$ cat src/rtl/integrator_pkg.sv
// ============================================================================
// Module : integrator_pkg
// Brief  : Shared saturation limits and result type for the integrator.
// Rev    : 1.0  initial release
// ============================================================================
`default_nettype none

package integrator_pkg;

  // Widest LENGTH the shared result type can carry; LENGTH must stay within 2..31.
  localparam int c_MAX_LENGTH = 32;

  typedef struct packed {
    logic [c_MAX_LENGTH-1:0] value;
    logic                    ovf;
    logic                    unf;
  } sat_result_t;

  function automatic int sat_max(input int len);
    return (1 << (len - 1)) - 1;
  endfunction

  function automatic int sat_min(input int len);
    return -(1 << (len - 1));
  endfunction

endpackage

`default_nettype wire

$ cat src/rtl/integrator_sat_add.sv
// ============================================================================
// Module : integrator_sat_add
// Brief  : Combinational signed add with clip to the LENGTH-bit range.
// Rev    : 1.0  initial release
// ============================================================================
`default_nettype none

module integrator_sat_add
  import integrator_pkg::*;
#(
  parameter int LENGTH = 5
) (
  input  logic signed [LENGTH-1:0] i_acc,
  input  logic signed [LENGTH-1:0] i_x,
  output logic signed [LENGTH-1:0] o_value,
  output logic                     o_ovf,
  output logic                     o_unf
);

  localparam logic signed [LENGTH:0] c_MAX = (LENGTH + 1)'(sat_max(LENGTH));
  localparam logic signed [LENGTH:0] c_MIN = (LENGTH + 1)'(sat_min(LENGTH));

  logic signed [LENGTH:0] w_sum;
  sat_result_t            w_res;
  logic                   w_unused_hi;

  // One guard bit is enough: the sum of two LENGTH-bit operands cannot wrap.
  assign w_sum = {i_acc[LENGTH-1], i_acc} + {i_x[LENGTH-1], i_x};

  always_comb begin
    w_res = '0;
    if (w_sum > c_MAX) begin
      w_res.value[LENGTH-1:0] = c_MAX[LENGTH-1:0];
      w_res.ovf               = 1'b1;
    end else if (w_sum < c_MIN) begin
      w_res.value[LENGTH-1:0] = c_MIN[LENGTH-1:0];
      w_res.unf               = 1'b1;
    end else begin
      w_res.value[LENGTH-1:0] = w_sum[LENGTH-1:0];
    end
  end

  assign o_value     = w_res.value[LENGTH-1:0];
  assign o_ovf       = w_res.ovf;
  assign o_unf       = w_res.unf;
  assign w_unused_hi = ^w_res.value[c_MAX_LENGTH-1:LENGTH];

endmodule

`default_nettype wire

$ cat src/rtl/integrator_back.sv
// ============================================================================
// Module : integrator_back
// Brief  : Backward-Euler saturating integrator with optional input register.
// Rev    : 1.0  initial release
// ============================================================================
`default_nettype none

module integrator_back
  import integrator_pkg::*;
#(
  parameter int LENGTH    = 5,
  parameter bit INPUT_REG = 1'b1
) (
  input  logic                     CLK_I,
  input  logic                     RST_I,
  input  logic signed [LENGTH-1:0] DATA_I,
  output logic signed [LENGTH-1:0] DATA_O,
  output logic                     OFDET_O,
  output logic                     UFDET_O
);

  logic signed [LENGTH-1:0] w_x;
  logic signed [LENGTH-1:0] w_value;
  logic                     w_ovf;
  logic                     w_unf;
  logic signed [LENGTH-1:0] r_acc;
  logic                     r_ovf;
  logic                     r_unf;

  generate
    if (INPUT_REG) begin : g_input_reg
      logic signed [LENGTH-1:0] r_x;

      always_ff @(posedge CLK_I) begin
        if (RST_I) begin
          r_x <= '0;
        end else begin
          r_x <= DATA_I;
        end
      end

      assign w_x = r_x;
    end else begin : g_input_direct
      assign w_x = DATA_I;
    end
  endgenerate

  integrator_sat_add #(
    .LENGTH (LENGTH)
  ) u_sat_add (
    .i_acc   (r_acc),
    .i_x     (w_x),
    .o_value (w_value),
    .o_ovf   (w_ovf),
    .o_unf   (w_unf)
  );

  // Flags are rewritten every cycle so they describe only the current output.
  always_ff @(posedge CLK_I) begin
    if (RST_I) begin
      r_acc <= '0;
      r_ovf <= 1'b0;
      r_unf <= 1'b0;
    end else begin
      r_acc <= w_value;
      r_ovf <= w_ovf;
      r_unf <= w_unf;
    end
  end

  assign DATA_O  = r_acc;
  assign OFDET_O = r_ovf;
  assign UFDET_O = r_unf;

endmodule

`default_nettype wire

$ cat config.mk
export PLATFORM = sky130hd
export DESIGN_NAME = integrator_back
export DESIGN_NICKNAME = d
export VERILOG_FILES = /design/src/rtl/integrator_pkg.sv /design/src/rtl/integrator_sat_add.sv /design/src/rtl/integrator_back.sv
export SDC_FILE = /design/constraint.sdc
export NUM_CORES = 1
export LEC_CHECK = 0
export CAP_MARGIN = 40
export CORE_MARGIN = 1.5
export CORE_UTILIZATION = 35
export CTS_BUF_LIST = sky130_fd_sc_hd__clkbuf_8
export DETAILED_ROUTE_END_ITERATION = 8
export PLACE_DENSITY_LB_ADDON = 0.3
export SLEW_MARGIN = 25
export SYNTH_ARGS = -nofsm -noshare
export SYNTH_HDL_FRONTEND = slang
export SYNTH_SLANG_ARGS = --single-unit
$ cat constraint.sdc
create_clock -name CLK_I -period 2.2 [get_ports CLK_I]
set_input_delay 0.66 -clock CLK_I [delete_from_list [all_inputs] [get_ports CLK_I]]
set_output_delay 0.66 -clock CLK_I [all_outputs]
set_load 0.01 [all_outputs]
-- Word level (Yosys, flattened, before mapping)
Cells that the tools add are included.
- add/sub/neg operators: 1
- magnitude comparators: 2
- multiplexer cells: 4
- reduce and logical (&&, ||, !) cells: 1
- operator list (kind ; number):
    $add 5x5->6 ; 1
    $gt 6x5->1 const B ; 1
    $lt 6x5->1 const B ; 1
    $mux 5 ; 1
    $mux 4 ; 1
    $mux 1 ; 2
    $reduce_or 2->1 ; 1
- register bits after elaboration: 12
- bits of input ports: 7
- output and inout port bits: 7
- word-level logic and storage cells: 13

-- Depth between registers and ports, before layout
- word-level depth: 4
- depth in mapped cells: 6

-- Hierarchy
A second synthesis with hierarchy kept.
- cells, all modules: 69
- area total of the unflattened synthesis: 698.2 µm²
- modules (own cells, without submodules) (module ; times used ; cells an instance ; area an instance (µm²) ; seq. area each (µm²)):
    integrator_back ; 1 ; 25 ; 366.6 ; 240.2
    integrator_sat_add ; 1 ; 44 ; 331.6 ; 0.0

-- Worst setup path before layout
OpenSTA, ideal clock, no wires.
- path kind: flip-flop to flip-flop
- start: register r_acc[0], in the netlist DATA_O[0]
- end: register r_acc[3], in the netlist DATA_O[3]
- arrival time: 1.711 ns
- required time: 2.068 ns
- path slack: 0.357 ns
- cell stages (with the launch flop): 7
- cell sequence: dfxtp_1 ha_1 fa_1 a21o_1 a211o_1 o211ai_1 a21oi_1
- longest elaborated chain between the ends: 4
- elaborated cells on any way between the ends: 5
- those cells by class: add/sub: 1; order compare: 2; mux: 2
- RTL lines (what ; RTL line ; RTL):
    from (decl) ; integrator_back.sv:26 ; logic signed [LENGTH-1:0] r_acc;
    from (signal assigned) ; integrator_back.sv:65 ; r_acc <= w_value;
    $add 5x5->6 (*) ; integrator_sat_add.sv:28 ; assign w_sum = {i_acc[LENGTH-1], i_acc} + {i_x[LENGTH-1], i_x};
    $lt 6x5->1 ; integrator_sat_add.sv:35 ; end else if (w_sum < c_MIN) begin
    $mux 5 ; integrator_sat_add.sv:35 ;
    $mux 4 (*) ; integrator_sat_add.sv:32 ; if (w_sum > c_MAX) begin
Every way passes the cells marked *; elsewhere a longest branch is shown, timed or not.
A chain may end at the register's enable or synchronous reset.

-- Worst setup path in the final report
Same ends and word-level chain as after synthesis.

==> out/qor.yml <==
outcome:
  outcome: "completed"
clocking:
  clkSlewWorstSetupHoldPaths_ps: 50
  cts_hold_buffers: 0
  post_cts_resize_count: 0
  worst_skew_pair.late_latency_ps: 240
  tritoncts_num_sinks: 12
  numCtsBuffers: 3
  clockBufferDepth: 2
  ctsRootBufferMaster: "clkbuf_8"
  post_cts_buffers: 0
  tritoncts: "yes"
  clock_tree.htree_level_count: 1
timing:
  max_clock_freq_mhz: 526
  hold_viol_final: 0
  clock_skew_ps: 0.371
  tns_ps: 0
  timing_worst_slew_pin_value_ps: 325
  unrepaired_setup_endpoints_after_global_routing: "false"
  slew_headroom_pct: 78.1
  maxSlewViolCount: 0
  setup_viol: 0
  layout_worst_path_cycle_share_pct: 86.4
  finalWorstPathRequiredPeriod_ps: 1900
place:
  io_buffer_count: 13
  place.gp.congestion: 0.779
  detailedPlacementHpwl_um: 872
die:
  initial_utilization_pct: 38.8
  core_area_um2: 1560
  dieHeight_um: 44.6
  io-pin-count: 14
  area_enclosed_by_the_die_boundary_um2: 1990
  row_count: 14
  die_width_um: 44.6
synth:
  combinational_family_with_the_most_area_after_synthesis: "compound AO/OA/AOI/OAI gates"
  synth-compound-area-share_pct: 24.2
  yosys-top-cells-area: "dfxtp_1 (40%), ha_1 (10%), nor2b_1 (5.2%), a31oi_4 (3.5%), a211oi_4 (3.3%)"
  synth-seq-cells: 12
  yosysTopAreaCellShare_pct: 39.8
  synth_async_sr_flop_share_pct: 0
  synth_enable_flop_cells: 0
  synth_area_um2: 604
  netlist-cell-type-count: 26
  synth_nets: 69
  synth_warnings: 0
  synth_simple_gate_area_share_pct: 18.8
  postSynthCellCount: 56
  seq_area_frac_synth_pct: 39.8
  synth_top_cell_by_area: "dfxtp_1"
  post_synth_mux_area_share_pct: 0
  synth-main-ff-cell: "dfxtp_1"
  share_of_the_synthesized_netlist_area_taken_by_xor_and_xnor_gates_pct: 2.90
  synth_area_in_adders_pct: 13.7
  avgSynthCellArea_um2: 10.8
setup_path:
  worstPathMaxFanout: 4
  reg2reg_path_depth: 6
  setup.worst_path.end: "DATA_O[3]$_SDFF_PP0_"
  crit-reg2reg-capture: "DATA_O[3]$_SDFF_PP0_"
  cp-start-kind: "register"
  ff2ff_setup_slack_ps: 300
  required_worst_endpoint_ps: 2320
  crit_path_end_kind: "register"
  timing.critical_path.slowest_stage_cell: "fa_1"
  crit_chain: "ha_1 > fa_1 > a21o_1 > a211o_1 > o211ai_1 > a21oi_1"
  max_stage_delay_ps: 450
  worstPathArrival_ps: 2020
  critical_path_class: "reg2reg"
  timing.critical_path.from: "DATA_O[0]$_SDFF_PP0_"
  crit-reg2reg-launch: "DATA_O[0]$_SDFF_PP0_"
pwr:
  powerDensity_nw_per_um2: 872
  totalPowerFinal_uw: 709
  leakagePower_nw: 0.330
  max-vdd-ir-drop_uv: 415
grt:
  grt_use_total_pct: 14.0
  number_of_antenna_violations_at_the_first_check_in_global_routing: 0
  grt_max_degree: 8
  grt_first_pass_wirelength_mm: 1.93
  grt_pass1_vias: 446
  global_route.overflow_total: 0
drt:
  final_antenna_net_count: 0
  detail_route.wl_per_cell_um: 12.7
  remaining_drc_errors: 0
  vias_per_cell: 5.49
  drt-pass1-iter-count: 4
  drt_first_iter_violations: 9
  postRouteWirelength_mm: 1.13
  vias: 489
layout:
  post_route_cells_drive_above_1_share_pct: 15.1
  mostFrequentLayoutCell: "clkdlybuf4s50_1"
  areaGrowthSynthToFinish_pct: 34.6
  nets: 87
  num_antenna_cells: 0
  layout.cells.most_common_list: "clkdlybuf4s50_1 (13), dfxtp_1 (12), nor2b_1 (5), ha_1 (5)"
flow_run:
  cap_violations: 0
min_path:
  holdCritPathClass: "reg2reg"
-- flip-flops by register name, indices dropped and copies added, names as in the netlist --
| register | cells |
|---|---|
| DATA_O | 5 |
| UFDET_O | 1 |
| g_input_reg.r_x | 5 |
| OFDET_O | 1 |
-- how the worst min path moves through the flow --
stage	startpoint	slack [ps]	endpoint	cells past startpoint
floorplan	g_input_reg.r_x[0]$_SDFF_PP0_	600	DATA_O[0]$_SDFF_PP0_	3
global placement	g_input_reg.r_x[0]$_SDFF_PP0_	640	DATA_O[0]$_SDFF_PP0_	3
detailed placement	g_input_reg.r_x[0]$_SDFF_PP0_	640	DATA_O[0]$_SDFF_PP0_	3
CTS	g_input_reg.r_x[0]$_SDFF_PP0_	690	DATA_O[0]$_SDFF_PP0_	3
global route	g_input_reg.r_x[0]$_SDFF_PP0_	740	DATA_O[0]$_SDFF_PP0_	3
finish	g_input_reg.r_x[0]$_SDFF_PP0_	690	DATA_O[0]$_SDFF_PP0_	3
-- layout make-up --
cell class,count,area [um2]
multi-input combinational,43,360
clock buffer,4,55.1
sequential,12,240
fill,145,746
tap,16,20.0
timing repair buffer,14,138
-- critical path, delay by kind of cell (launching register included) --
kind,cells,cell delay (ps)
compound gates,4,770
fa+ha+maj,2,700
flops,1,310
-- per-stage QoR --
step	std cells	hold slack, ps	instance area (um2)	setup WS [ps]	utilization, %
3_5_place_dp	85	636	758	285	48.6
5_1_grt	89	739	813	211	52.2
6_report	89	687	813	298	52.2
4_1_cts	89	691	813	292	52.2
3_3_place_gp	85	640	758	325	48.6
2_1_floorplan	56	604	604	357	-
-- report_power, final --
group / internal, mW / total (mW) / switching (mW) / leakage [nW]
Combinational: 0.107 / 0.211 / 0.104 / 0.202
Sequential: 0.243 / 0.257 / 0.0139 / 0.0993
Clock: 0.158 / 0.241 / 0.0826 / 0.0288
-- synth_stat cells, types with 2 or more instances --
cell type	n
nor2b_1	5
o21ai_1	2
a21oi_2	2
nor2_1	3
dfxtp_1	12
a21oi_1	4
a211oi_1	2
nand3_1	3
xor2_1	2
ha_1	5
-- metal layers --
layer,GRT usage [%],vias to the layer above,routed length [um]
li1,-,242,-
met1,18.0,229,540
met2,20.3,13,490
met3,2.45,5,62
met4,10.9,0,40
met5,0,-,0
-- cell families after synthesis --
logic type	Yosys count
and+or+nand+nor	18
AOI/OAI and AO/OA	17
adders and majority gates	6
xor gates and xnor gates	2
DFF	12
buffers and inverters	1
(Power assumes the default switching activity.)
